<file path="src/rtl/pulse_pair_driver.sv">
// Toggle-encoded a -> b -> clk pulse frame generator for clocked pulse gates; one frame per accepted pair.
// Latency: a at accept edge, b at +GAP, clk at +2*GAP, ready again at +3*GAP; no queuing while busy.
module pulse_pair_driver #(
  parameter int GAP         = 4,
  parameter int START_DELAY = 8,
  parameter int CNT_W       = 16
) (
  input  logic             clk,
  input  logic             rst_n,
  input  logic             in_valid,
  output logic             in_ready,
  input  logic             in_a,
  input  logic             in_b,
  output logic             a_tgl,
  output logic             b_tgl,
  output logic             clk_tgl,
  output logic             exp_out,
  output logic             busy,
  output logic [CNT_W-1:0] frame_cnt
);

  localparam int GW = (GAP > 1) ? $clog2(GAP) : 1;
  localparam int WW = (START_DELAY > 1) ? $clog2(START_DELAY) : 1;

  typedef enum logic [2:0] {
    S_WAIT,
    S_IDLE,
    S_PH_A,
    S_PH_B,
    S_PH_C
  } state_t;

  state_t           r_state;
  logic [GW-1:0]    r_cnt;
  logic [WW-1:0]    r_wcnt;
  logic             r_b;
  logic             r_ab;
  logic             r_in_ready;
  logic             r_busy;
  logic             r_a_tgl;
  logic             r_b_tgl;
  logic             r_clk_tgl;
  logic             r_exp;
  logic [CNT_W-1:0] r_frame_cnt;
  logic             w_cnt_zero;

  assign w_cnt_zero = (r_cnt == '0);

  always_ff @(posedge clk or negedge rst_n) begin
    if (!rst_n) begin
      r_state     <= S_WAIT;
      r_cnt       <= '0;
      r_wcnt      <= '0;
      r_b         <= 1'b0;
      r_ab        <= 1'b0;
      r_in_ready  <= 1'b0;
      r_busy      <= 1'b0;
      r_a_tgl     <= 1'b0;
      r_b_tgl     <= 1'b0;
      r_clk_tgl   <= 1'b0;
      r_exp       <= 1'b0;
      r_frame_cnt <= '0;
    end else begin
      case (r_state)
        S_WAIT: begin
          if (r_wcnt == WW'(START_DELAY - 1)) begin
            r_state    <= S_IDLE;
            r_in_ready <= 1'b1;
          end else begin
            r_wcnt <= r_wcnt + 1'b1;
          end
        end
        S_IDLE: begin
          if (in_valid) begin
            r_state    <= S_PH_A;
            r_cnt      <= GW'(GAP - 1);
            r_b        <= in_b;
            r_ab       <= in_a & in_b;
            r_a_tgl    <= r_a_tgl ^ in_a;
            r_in_ready <= 1'b0;
            r_busy     <= 1'b1;
          end
        end
        // Skipped pulses still burn their slot so the cadence never depends on data.
        S_PH_A: begin
          if (!w_cnt_zero) begin
            r_cnt <= r_cnt - 1'b1;
          end else begin
            r_state <= S_PH_B;
            r_cnt   <= GW'(GAP - 1);
            r_b_tgl <= r_b_tgl ^ r_b;
          end
        end
        S_PH_B: begin
          if (!w_cnt_zero) begin
            r_cnt <= r_cnt - 1'b1;
          end else begin
            r_state   <= S_PH_C;
            r_cnt     <= GW'(GAP - 1);
            r_clk_tgl <= ~r_clk_tgl;
            r_exp     <= r_exp ^ r_ab;
          end
        end
        S_PH_C: begin
          if (!w_cnt_zero) begin
            r_cnt <= r_cnt - 1'b1;
          end else begin
            r_state     <= S_IDLE;
            r_in_ready  <= 1'b1;
            r_busy      <= 1'b0;
            r_frame_cnt <= r_frame_cnt + 1'b1;
          end
        end
        default: r_state <= S_WAIT;
      endcase
    end
  end

  assign in_ready  = r_in_ready;
  assign busy      = r_busy;
  assign a_tgl     = r_a_tgl;
  assign b_tgl     = r_b_tgl;
  assign clk_tgl   = r_clk_tgl;
  assign exp_out   = r_exp;
  assign frame_cnt = r_frame_cnt;

endmodule
</file>
<file path="config.mk">
export PLATFORM = sky130hd
export DESIGN_NAME = pulse_pair_driver
export DESIGN_NICKNAME = d
export VERILOG_FILES = /design/src/rtl/pulse_pair_driver.sv
export SDC_FILE = /design/constraint.sdc
export NUM_CORES = 1
export LEC_CHECK = 0
export BUFFER_PORTS_ARGS = -buffer_cell sky130_fd_sc_hd__buf_4
export CORE_MARGIN = 10
export CORE_UTILIZATION = 56
export CTS_BUF_LIST = sky130_fd_sc_hd__clkbuf_16
export DETAILED_ROUTE_END_ITERATION = 8
export HOLD_SLACK_MARGIN = 0.12
export PLACE_DENSITY = 0.76
export SYNTH_ARGS = -nofsm -noshare
export SYNTH_HDL_FRONTEND = slang
export SYNTH_SLANG_ARGS = --single-unit
</file>
<file path="constraint.sdc">
create_clock -name clk -period 5.4 [get_ports clk]
set_input_delay 1.08 -clock clk [delete_from_list [all_inputs] [get_ports clk]]
set_output_delay 1.08 -clock clk [all_outputs]
set_load 0.01 [all_outputs]
</file>
==> results.md <==
Outcome:
- The run finished with clean final reports.

Floorplan:
- Pin placement for this block handled 27 I/O pins.
- The initial utilization of the core area, before any placement, comes to 0.599.
- The die outline height is 72.0 um.
- In this run the core area contains 18 standard-cell rows.
- Measured along the x axis, the die boundary spans 72.0 um.
- The core area is 2520 sq um.
- The total die area is 5180 sq um.

STA:
- Setup repair after global routing left no endpoint under its margin.
- Of the available clock period, the critical path in the final layout requires 0.415.
- The worst slew margin relative to its limit is 0.558.
- The number of hold violations in the final report is 0.
- On the final layout, the worst clock skew is 0.00243 ns.
- Once routing completed, OpenROAD measured the worst setup slack at 3.16 ns.
- The max-slew violation count is 0.
- The actual transition at the worst max-transition pin is 0.657 ns.
- The accumulated negative setup slack is 0 ns.
- The final-report setup violation count is 0.
- Based on the critical path, the design can be clocked at up to 0.447 GHz.
- The minimum period implied by the final worst setup slack is 2.24 ns.

Place:
- Before CTS, the worst setup slack after placement is 3.19 ns.
- Detailed placement ended at an HPWL of 2130 um.
- Port buffering added 26 buffers.
- At the end of routability-driven placement, the weighted congestion stood at 0.787.

Hold path:
- The worst min-delay path category is register to register.

Critical path:
- The kind of cell adding the most delay to the critical path is simple AND/OR/NAND/NOR gates.
- The critical path data arrival time is 2.39 ns.
- The worst setup path is of the register to register kind.
- Along the worst path, the maximum fanout reaches 10.
- The count of buffer and inverter cells on the critical path is 1.
- STA classifies the critical path endpoint as a register.
- In this design, the stage delay of the slowest critical-path cell is 0.49 ns.
- Walking the worst path, the cells encountered are inv_1 > ha_1 > nand4bb_1 > nor4_4 > nand3_1 > xnor2_1.
- The startpoint type of the worst setup path is a register.
- The cell with the largest stage delay on the worst path is sky130_fd_sc_hd__nand4bb_1.
- STA puts the critical path data required time at 5.56 ns.

Global route:
- Across every metal layer, demand over resource in global routing totals 0.129.
- The number of global-route vias before repair came to 1105.
- The sum of overflow across all layers after global routing is 0.
- Entering global routing, the biggest net connects 33 pins.
- The number of antenna violations at the first check in global routing is 0.
- The first-pass GRT wire length is 5310 um.

Yosys:
- The post-synth net total is 144.
- In this run the cell area of the synthesized design comes to 1510 sq um.
- The register bit count reported by yosys is 32.
- The dominant register cell in the synthesized netlist is sky130_fd_sc_hd__dfrtp_1.
- Of the synthesized area, sequential elements account for 0.530.
- The gate count after technology mapping is 135.
- The async set-reset flop share out of synthesis is 1.00.
- Counting distinct cell types in the post-synthesis netlist gives 34.
- A synthesized cell averages 11.2 sq um.
- The synthesized design contains 0 enable-type register cells.
- During synthesis, Yosys emitted a total of 0 warnings.

Clock tree:
- The clock tree from TritonCTS is yes.
- The clock drives 32 sinks.
- The buffers inserted during post-CTS setup optimization is 0.
- In this run, post-CTS hold repair placed 0 buffers.
- The clock-pin slew of the registers on the worst-case setup and hold paths is 0.05 ns.
- The number of clock buffers inserted by TritonCTS is 5.
- The H-tree was split into 2 levels.
- Counting along the longest clock path gives a buffer depth of 2.
- Once the clock tree was built, the resizer swapped 0 gates to a different size.
- The clock insertion delay at the later pin of the skew report is 0.27 ns.
- CTS placed an instance of sky130_fd_sc_hd__clkbuf_16 at the clock tree root.

Final layout:
- The layout has 177 filler cells.
- The number of antenna cells inserted is 0.
- The final cell utilization of the core is 0.732.
- The sequential cells in the finished layout cover a total of 801 sq um.
- The most common cell after layout, fill and taps aside is sky130_fd_sc_hd__dfrtp_1.
- The share of cells above drive strength 1 is 0.241.
- In the layout the commonest cells are sky130_fd_sc_hd__dfrtp_1, sky130_fd_sc_hd__buf_4, sky130_fd_sc_hd__nand2_1, sky130_fd_sc_hd__xnor2_1, sky130_fd_sc_hd__xor2_1.
- The number of nets at the end of the flow is 171.
- The multi-input combinational cell area is 659 sq um.
- The area growth from synthesis to layout is 22.1%.

Routing:
- In this run the remaining antenna-violating nets after routing total 0.
- In the routed layout, each cell is associated on average with a via count of 5.55.
- The first TritonRoute pass finished after 4 iterations.
- In the routed design, unresolved DRC markers number 0.
- The DRC violation total after the first TritonRoute iteration is 88.
- The detailed-route via count is 1065.
- The final routed wire length divided by cell count is 15.4 um.
- The routed design has 2950 um of wire.

Pwr:
- The total leakage power is 0.000909 uW.
- Dividing total power by cell area gives a power density of 455 nW/um^2.
- Across the VDD grid, the largest voltage drop is 0.411 mV.

Job:
- The number of max-cap violations is 0.
metrics by stage:
stage | power (uW) | hold slack, ns | std cells | area, sq um
3_5_place_dp | 585 | 0.462 | 185 | 1710
5_1_grt | 902 | 0.490 | 192 | 1850
3_3_place_gp | 569 | 0.459 | 185 | 1710
4_1_cts | 849 | 0.475 | 192 | 1850
6_report | 840 | 0.468 | 192 | 1850
2_1_floorplan | 508 | 0.448 | 135 | 1510
path summary, 6_finish.rpt:
kind / cells after the start / startpoint / slack (ns) / end
max in group asynchronous: 1 / rst_n / 4.38 / r_ab$_DFFE_PN0P_
min in group asynchronous: 1 / rst_n / 0.73 / frame_cnt[2]$_DFFE_PN0P_
max: 6 / r_cnt[0]$_DFFE_PN0P_ / 3.16 / frame_cnt[12]$_DFFE_PN0P_
max reg2reg: 6 / r_cnt[0]$_DFFE_PN0P_ / 3.16 / frame_cnt[12]$_DFFE_PN0P_
min: 1 / exp_out$_DFFE_PN0P_ / 0.47 / exp_out$_DFFE_PN0P_
min reg2reg: 1 / exp_out$_DFFE_PN0P_ / 0.47 / exp_out$_DFFE_PN0P_
per-layer routing:
metal  track usage  routed length (um)  vias up
met5             0                   0        -
met4        0.0645                  54        0
met3        0.0653                 257        8
met2         0.191                1370       30
met1         0.150                1270      505
li1              -                   -      522
cell type report:
| cell class | instances | area share |
|---|---|---|
| Sequential cell | 32 | 0.434 |
| Multi-Input combinational cell | 92 | 0.357 |
| Timing Repair Buffer | 26 | 0.106 |
| Clock buffer | 5 | 0.0678 |
| Tap cell | 30 | 0.0203 |
| Inverter | 5 | 0.0102 |
| Clock inverter | 2 | 0.00475 |
worst reg2reg max path, cell delays in order (launching register included):
cell,delay (ns)
sky130_fd_sc_hd__dfrtp_1,0.42
sky130_fd_sc_hd__inv_1,0.09
sky130_fd_sc_hd__ha_1,0.34
sky130_fd_sc_hd__nand4bb_1,0.50
sky130_fd_sc_hd__nor4_4,0.50
sky130_fd_sc_hd__nand3_1,0.14
sky130_fd_sc_hd__xnor2_1,0.14
state kept, by name (all words and copies together), names as in the netlist:
signal,count
a_tgl,1
b_tgl,1
busy,1
clk_tgl,1
exp_out,1
frame_cnt,16
in_ready,1
r_ab,1
r_b,1
r_cnt,2
r_state,3
r_wcnt,3
synth_stat cells (all sizes together), types with 3 or more instances:
| cell type | number | share of area |
|---|---|---|
| a21oi | 3 | 0.0099 |
| buf | 4 | 0.017 |
| dfrtp | 32 | 0.53 |
| ha | 4 | 0.033 |
| inv | 5 | 0.012 |
| mux2 | 3 | 0.022 |
| nand2 | 15 | 0.037 |
| nand3 | 7 | 0.023 |
| nand4 | 4 | 0.017 |
| nor2 | 5 | 0.012 |
| nor4 | 3 | 0.032 |
| o21ai | 7 | 0.023 |
| xnor2 | 13 | 0.075 |
| xor2 | 8 | 0.046 |
kinds of logic after synthesis:
group	share of synthesized area
fa+ha+maj	0.0331
xor+xnor	0.122
flops	0.530
compound gates	0.0679
simple gates	0.185
mux	0.0290
buf+inv	0.0339
power by group:
group	internal, uW	total (uW)	switching [uW]
clock	165	258	93.2
combinational	119	224	106
sequential	298	358	59.1
(Power assumes the default switching activity.)
